File: config.mk
export PLATFORM = sky130hd
export DESIGN_NAME = ahb_gpio_param
export DESIGN_NICKNAME = d
export VERILOG_FILES = /design/src/rtl/ahb_gpio_param.sv
export SDC_FILE = /design/constraint.sdc
export NUM_CORES = 1
export LEC_CHECK = 0
export CAP_MARGIN = 25
export CORE_MARGIN = 2
export CORE_UTILIZATION = 45
export CTS_BUF_LIST = sky130_fd_sc_hd__clkbuf_8
export DETAILED_ROUTE_END_ITERATION = 6
export PLACE_DENSITY = 0.8
export SYNTH_ARGS = -nofsm -noshare
export SYNTH_HDL_FRONTEND = slang
export SYNTH_SLANG_ARGS = --single-unit
File: constraint.sdc
create_clock -name HCLK -period 3.3 [get_ports HCLK]
set_clock_uncertainty 0.05 [all_clocks]
set_input_delay 0.66 -clock HCLK [delete_from_list [all_inputs] [get_ports HCLK]]
set_output_delay 0.66 -clock HCLK [all_outputs]
set_load 0.03 [all_outputs]
File: src/rtl/ahb_gpio_param.sv
// ahb_gpio_param: AHB-Lite GPIO with byte-lane parity, direction, input sync and sticky parity errors; define GPIO_EDGE_IRQ_EN for rising-edge IRQs
module ahb_gpio_param #(
  parameter int GPIO_W      = 16,
  parameter int SYNC_STAGES = 2
) (
  input  logic                       HCLK,
  input  logic                       HRESET,
  input  logic                       HSEL,
  input  logic [31:0]                HADDR,
  input  logic [1:0]                 HTRANS,
  input  logic                       HWRITE,
  input  logic                       HREADY,
  output logic                       HREADYOUT,
  input  logic [31:0]                HWDATA,
  output logic [31:0]                HRDATA,
  input  logic [GPIO_W+GPIO_W/8-1:0] GPIOIN,
  output logic [GPIO_W+GPIO_W/8-1:0] GPIOOUT,
  input  logic                       PARITYSEL,
  output logic                       PARITYERR,
  output logic                       IRQ
);
  localparam int NB = GPIO_W / 8;
  localparam int PW = GPIO_W + NB;
  logic               act_q, act_d, wr_q, wr_d, err_q, err_d, perr_q, perr_d, irq_q, irq_d;
  logic               we, edge_irq, unused_bits;
  logic [2:0]         addr_q, addr_d;
  logic [1:0]         ctrl_q, ctrl_d;
  logic [GPIO_W-1:0]  data_q, data_d, dir_q, dir_d, wd, dout, rval;
  logic [NB-1:0]      pstat_q, pstat_d, lane_err;
  logic [PW-1:0]      sync_q [SYNC_STAGES];
  logic [PW-1:0]      sync_d [SYNC_STAGES];
  logic [PW-1:0]      out_q, out_d, syn;
  logic [GPIO_W+31:0] wext, rext;
`ifdef GPIO_EDGE_IRQ_EN
  logic [GPIO_W-1:0]  irqen_q, irqen_d, irqstat_q, irqstat_d, prev_q, prev_d;
`endif
  assign HREADYOUT = 1'b1;
  assign GPIOOUT = out_q;
  assign PARITYERR = perr_q;
  assign IRQ = irq_q;
  assign syn = sync_q[SYNC_STAGES-1];
  assign we = act_q & wr_q;
  assign wext = {{GPIO_W{1'b0}}, HWDATA};
  assign wd = wext[GPIO_W-1:0];
  assign rext = {32'd0, rval};
  assign HRDATA = (act_q & ~wr_q) ? rext[31:0] : 32'd0;
  assign unused_bits = ^{HADDR[31:5], HADDR[1:0], HTRANS[0], wext[GPIO_W+31:GPIO_W], rext[GPIO_W+31:32]};
  always_comb begin
    act_d = HSEL & HREADY & HTRANS[1];
    addr_d = HADDR[4:2];
    wr_d = HWRITE;
    data_d = (we && addr_q == 3'd0) ? wd : data_q;
    dir_d = (we && addr_q == 3'd1) ? wd : dir_q;
    ctrl_d = (we && addr_q == 3'd3) ? wd[1:0] : ctrl_q;
    dout = data_q & dir_q;
    out_d = {{NB{1'b0}}, dout};
    lane_err = '0;
    for (int l = 0; l < NB; l++) begin
      out_d[GPIO_W+l] = ^dout[8*l+:8] ^ PARITYSEL;
      lane_err[l] = ctrl_q[0] & ((^{syn[GPIO_W+l], syn[8*l+:8]}) != PARITYSEL);
    end
    pstat_d = (pstat_q & ~((we && addr_q == 3'd4) ? wd[NB-1:0] : '0)) | lane_err;
    err_d = |lane_err;
    perr_d = err_q;
    irq_d = edge_irq | (ctrl_q[1] & |pstat_q);
    sync_d[0] = GPIOIN;
    for (int s = 1; s < SYNC_STAGES; s++) sync_d[s] = sync_q[s-1];
  end
  always_comb begin
    rval = '0;
    case (addr_q)
      3'd0: rval = data_q;
      3'd1: rval = dir_q;
      3'd2: rval = syn[GPIO_W-1:0];
      3'd3: rval = {{(GPIO_W-2){1'b0}}, ctrl_q};
      3'd4: rval = {{(GPIO_W-NB){1'b0}}, pstat_q};
`ifdef GPIO_EDGE_IRQ_EN
      3'd5: rval = irqen_q;
      3'd6: rval = irqstat_q;
`endif
      default: rval = '0;
    endcase
  end
  always_ff @(posedge HCLK) begin
    if (HRESET) begin
      act_q <= 1'b0;
      wr_q <= 1'b0;
      addr_q <= '0;
      data_q <= '0;
      dir_q <= '0;
      ctrl_q <= '0;
      pstat_q <= '0;
      out_q <= '0;
      err_q <= 1'b0;
      perr_q <= 1'b0;
      irq_q <= 1'b0;
      for (int s = 0; s < SYNC_STAGES; s++) sync_q[s] <= '0;
    end else begin
      act_q <= act_d;
      wr_q <= wr_d;
      addr_q <= addr_d;
      data_q <= data_d;
      dir_q <= dir_d;
      ctrl_q <= ctrl_d;
      pstat_q <= pstat_d;
      out_q <= out_d;
      err_q <= err_d;
      perr_q <= perr_d;
      irq_q <= irq_d;
      for (int s = 0; s < SYNC_STAGES; s++) sync_q[s] <= sync_d[s];
    end
  end
`ifdef GPIO_EDGE_IRQ_EN
  always_comb begin
    irqen_d = (we && addr_q == 3'd5) ? wd : irqen_q;
    irqstat_d = (irqstat_q & ~((we && addr_q == 3'd6) ? wd : '0)) | (syn[GPIO_W-1:0] & ~prev_q & ~dir_q);
    prev_d = syn[GPIO_W-1:0];
    edge_irq = |(irqstat_q & irqen_q);
  end
  always_ff @(posedge HCLK) begin
    if (HRESET) begin
      irqen_q <= '0;
      irqstat_q <= '0;
      prev_q <= '0;
    end else begin
      irqen_q <= irqen_d;
      irqstat_q <= irqstat_d;
      prev_q <= prev_d;
    end
  end
`else
  assign edge_irq = 1'b0;
`endif
endmodule

# --- Yosys cells after proc, flatten, opt, wreduce, memory -nomap -nowiden ---
# Memory sizes are Yosys's and may differ from the RTL's.
# Cells that the tools add are included.
word_totals:
  ff_bits: 62
  mem_bits_rw: 36
  in_bits: 90
  out_inout_bits: 53
  elab_cells: 53
  mem_count: 1
memory_table:
  columns: ["memory", "words", "word_bits", "rd", "rd_ports_with_merged_regs", "write_ports", "line", "text"]
  rows:
  - ["sync_q", 2, 18, 2, 0, 2, "30", "logic [PW-1:0] sync_q [SYNC_STAGES];"]
classes:
  n_eq_ne: 6
  mux: 8
  bitwise: 16
  reduce_logical: 11
op_table:
  columns: ["operator", "n"]
  rows:
  - ["one-hot mux 16 bit (5 select lines)", 1]
  - ["2-to-1 mux 18 bit", 2]
  - ["XOR reduction 9 bit", 2]
  - ["AND 16 bit", 1]
  - ["2-to-1 mux 16 bit", 1]
  - ["XOR reduction 8 bit", 2]
  - ["AND 1 bit", 7]
  - ["== test 3 x 2 -> 1 bit, second input constant", 2]
  - ["logical AND 1 bit", 4]
  - ["OR reduction 2 bit", 2]
  - ["== test 3 x 1 -> 1 bit, second input constant", 1]
  - ["== test 3 bit, second input constant", 1]
  - ["logical NOT 3 bit", 1]
  - ["2-to-1 mux 1 bit", 3]
  - ["AND 2 bit", 1]
  - ["2-to-1 mux 2 bit", 1]
  - ["!= test 1 bit", 2]
  - ["NOT 2 bit", 1]
  - ["bitwise OR 1 bit", 2]
  - ["bitwise OR 2 bit", 1]
  - ["XOR 1 bit", 2]
  - ["NOT 1 bit", 1]

# --- Logic depth before layout (Yosys ltp) ---
depth:
  depth_word: 6
  depth_mapped: 6
  depth_no_buf: 4

# --- Worst setup path after synthesis ---
# OpenSTA, ideal clock, no wires.
synth_timing:
  kind: "register to output"
  from: "register wr_q"
  to: "output HRDATA[10]"
  arrival_ps: 1510
  required_ps: 2590
  path_slack_ps: 1080
  stages_incl_launch_ff: 6
  n_path_buf: 2
  cell_sequence: "dfxtp_1 -> nand2b_1 -> or2_2 -> clkbuf_1 -> clkbuf_1 -> nor2_1"
synth_via:
  elab_chain_cells: 3
synth_rtl:
  columns: ["element", "line", "text"]
  rows:
  - ["start: declaration", "24", "logic act_q, act_d, wr_q, wr_d, err_q, err_d, perr_q, perr_d, irq_q, irq_d;"]
  - ["start signal: assignment", "100", "wr_q <= wr_d;"]
  - ["NOT 1 bit", "46", "assign HRDATA = (act_q & ~wr_q) ? rext[31:0] : 32'd0;"]
  - ["AND 1 bit", "46", null]
  - ["2-to-1 mux 16 bit", "46", null]
  - ["end: declaration", "15", "output logic [31:0] HRDATA,"]
# Every way passes these cells.

# --- Worst setup path in the final report ---
layout_timing:
  from: "register addr_q[0]"
  to: "output HRDATA[6]"
layout_via:
  elab_chain_cells: 3
  word_cells_on_any_way: 7
  cone_classes: "4 x eq/ne; 2 x mux; 1 x reduce/logical"
layout_rtl:
  columns: ["element", "line", "text"]
  rows:
  - ["start: declaration", "26", "logic [2:0] addr_q, addr_d;"]
  - ["start signal: assignment", "101", "addr_q <= addr_d;"]
  - ["== test 3 bit (tied with other cells)", "71", "case (addr_q)"]
  - ["one-hot mux 16 bit (5 select lines) (*)", "71", null]
  - ["2-to-1 mux 16 bit (*)", "46", null]
# Every way passes the cells marked *; elsewhere a longest branch is shown, timed or not.

==> results.json <==
{
  "finalNonFillerCells": 622,
  "path_max_fanout": 8,
  "ys_types": 34,
  "num_io_pins": 143,
  "syn_area_per_cell_um2": 9.12,
  "netlist.area_leader.share_pct": 49.0,
  "clockRootBuffer": "clkbuf_8",
  "cp_cell_sequence": "nor2b_1 > buf_4 > a21oi_1 > nor2_1 > buf_4",
  "slew_violations": 0,
  "first_pass_iters": 4,
  "min_period_ns": 2.91,
  "final_cell_mix": "dfxtp_1 (98), nand2_1 (85), clkdlybuf4s50_1 (64)",
  "dp_slack_ns": 0.776,
  "rows": 34,
  "drive_above_1_share_pct": 9.34,
  "arrival_ns": 2.20,
  "p_leak_nw": 1.89,
  "finalSetupViolCount": 0,
  "dpl.cell_count": 606,
  "clkTransAtPathRegs_ns": 0.10,
  "grt.overflow.total": 0,
  "port_buffers": 79,
  "maxCapViolations": 0,
  "synth_warnings": 0,
  "nNetsFinal": 599,
  "slowest_stage": "nor2b_1",
  "postSynthCellCount": 439,
  "die_y_um": 98.3,
  "cts_tree": "built",
  "fin_setup_tns_ns": 0,
  "fmax_mhz": 344,
  "rsz0062_at_grt": "no",
  "grt_antenna_before_repair": 0,
  "postCtsHoldBufs": 0,
  "htreeDepth": 3,
  "cts.repair.resized": 0,
  "hpwl_mm": 6.30,
  "core_area_mm2": 0.00868,
  "drt-total-wl_mm": 8.61,
  "viasPerCell": 4.91,
  "num-fill-cells": 815,
  "maxSlewHeadroom_pct": 43.9,
  "grt_pass1_wl_mm": 14.4,
  "fin_ws_ns": 0.395,
  "die_area_mm2": 0.00967,
  "start_util_pct": 46.2,
  "grt_use_total_pct": 18.6,
  "layout_commonest_cell": "dfxtp_1",
  "worstPathRequired_ns": 2.59,
  "clockBufferDepth": 2,
  "wl_per_cell_um": 13.8,
  "fin_crit_sh_pct": 88.0,
  "synth_area_mm2": 0.00401,
  "numCtsBuffers": 9,
  "worstMarginPinSlew_ns": 0.842,
  "slowest_delay_ns": 0.62,
  "path_common_cell": "buf_4",
  "worstHoldPathType": "flip-flop to flip-flop",
  "hold_viol": 0,
  "area_growth_pct": 23.5,
  "synth_area_leaders": "dfxtp_1 (49%), nand2_1 (8.0%), nor2b_1 (7.0%), a21oi_1 (6.2%), nor2_1 (4.6%)",
  "yosysTopAreaCell": "dfxtp_1",
  "grt_max_degree": 46,
  "gp_congestion": 0.816,
  "drt_iter0_markers": 190,
  "outcome": "finished clean",
  "p_per_area_mw_per_mm2": 434,
  "reg2reg_depth": 4,
  "drc": 0,
  "clock_sinks": 98,
  "seq_area_frac_synth_pct": 49.0,
  "start_kind": "flip-flop",
  "synth-seq-cells": 98,
  "n_antenna_cell": 0,
  "ir_worst_vdd_mv": 0.203,
  "worstSetupPathType": "flip-flop to primary output",
  "whs_path_depth": 1,
  "die_w_um": 98.3,
  "detail-route-antenna-nets": 0,
  "clk_latency_ns": 0.36,
  "vias": 3056,
  "grt_pass1_vias": 3088,
  "cp-end-kind": "primary output",
  "post-cts-setup-buffers": 0
}
[worst max-delay path, delay by kind of cell, from the launching register on]
kind | cells | cell delay (ns)
simple gates | 2 | 0.76
flops | 1 | 0.52
buf+inv | 2 | 0.47
compound gates | 1 | 0.08
[cells by family (layout without fill, tap and decap cells)]
family,count (synthesis),in the layout,synth area share [%]
AND/OR/NAND/NOR,199,199,23.9
flip-flops,98,98,49.0
AO/OA/AOI/OAI,55,55,7.06
buffers and inverters,41,101,6.34
XOR/XNOR,26,26,8.12
multiplexers,18,18,5.37
other,2,17,0.188
[per-stage QoR]
stage | util (%) | power (mW) | hold WS, ns | cell area (um^2)
2_1_floorplan | - | 1.39 | 0.364 | 4060
3_3_place_gp | 54.9 | 1.45 | 0.375 | 4760
3_5_place_dp | 54.9 | 1.46 | 0.370 | 4760
4_1_cts | 57.0 | 2.16 | 0.392 | 4950
5_1_grt | 57.0 | 2.23 | 0.413 | 4950
6_report | 57.0 | 2.15 | 0.388 | 4950
[area by class of cell]
| class | instances | area [um^2] | share of cell area [%] |
|---|---|---|---|
| well taps | 108 | 135 | 2.73 |
| clock inverters | 7 | 58.8 | 1.19 |
| repair buffers | 85 | 821 | 16.6 |
| clock buffers | 9 | 124 | 2.50 |
| flip-flops and latches | 98 | 1960 | 39.7 |
| multi-input cells | 315 | 1850 | 37.3 |
[sequential cells by signal, indices dropped and copies added (netlist names), 2 cells and up]
name / count
GPIOOUT: 18
sync_q: 36
data_q: 16
dir_q: 16
ctrl_q: 2
pstat_q: 2
addr_q: 3
[synth_stat cells (all sizes together)]
cell and instances:
buf 29, mux2i 14, mux4 2, mux2 2, nand2b 3, nand4 2
xor2 6, nor3b 2, xnor3 6, nor3 1, nand2 85, nand3 2
or2 1, a21oi 50, nor2 49, xnor2 14, nand3b 6, a21boi 1
or3 1, nor2b 45, o21ai 2, dfxtp 98, and4b 1, o211ai 2
clkbuf 12, conb 2, and2 1
[final timing paths]
| path | start | endpoint | slack [ns] |
|---|---|---|---|
| worst max-delay path | addr_q[0]$_SDFF_PP0_ | HRDATA[6] | 0.39 |
| worst min-delay path | sync_q[0][14]$_SDFF_PP0_ | sync_q[0][32]$_SDFF_PP0_ | 0.39 |
| worst max register to register | addr_q[0]$_SDFF_PP0_ | dir_q[14]$_SDFFE_PP0P_ | 1.17 |
| worst min register to register | sync_q[0][14]$_SDFF_PP0_ | sync_q[0][32]$_SDFF_PP0_ | 0.39 |
[layer usage]
| layer | vias to the layer above | share of wire (%) | GRT usage (%) | routed length [um] |
|---|---|---|---|---|
| met3 | 18 | 8.0 | 3.79 | 689 |
| li1 | 1512 | - | - | - |
| met5 | - | 0 | 0 | 0 |
| met2 | 124 | 49 | 31.9 | 4230 |
| met4 | 0 | 1.9 | 7.80 | 167 |
| met1 | 1402 | 41 | 22.6 | 3520 |
[power by group]
group	switching (mW)	leakage (nW)	internal, mW	total (mW)
Sequential	0.0170	0.799	1.21	1.22
Clock	0.432	0.0921	0.286	0.718
Combinational	0.101	0.998	0.103	0.204
Power figures use the tool's default switching activity.
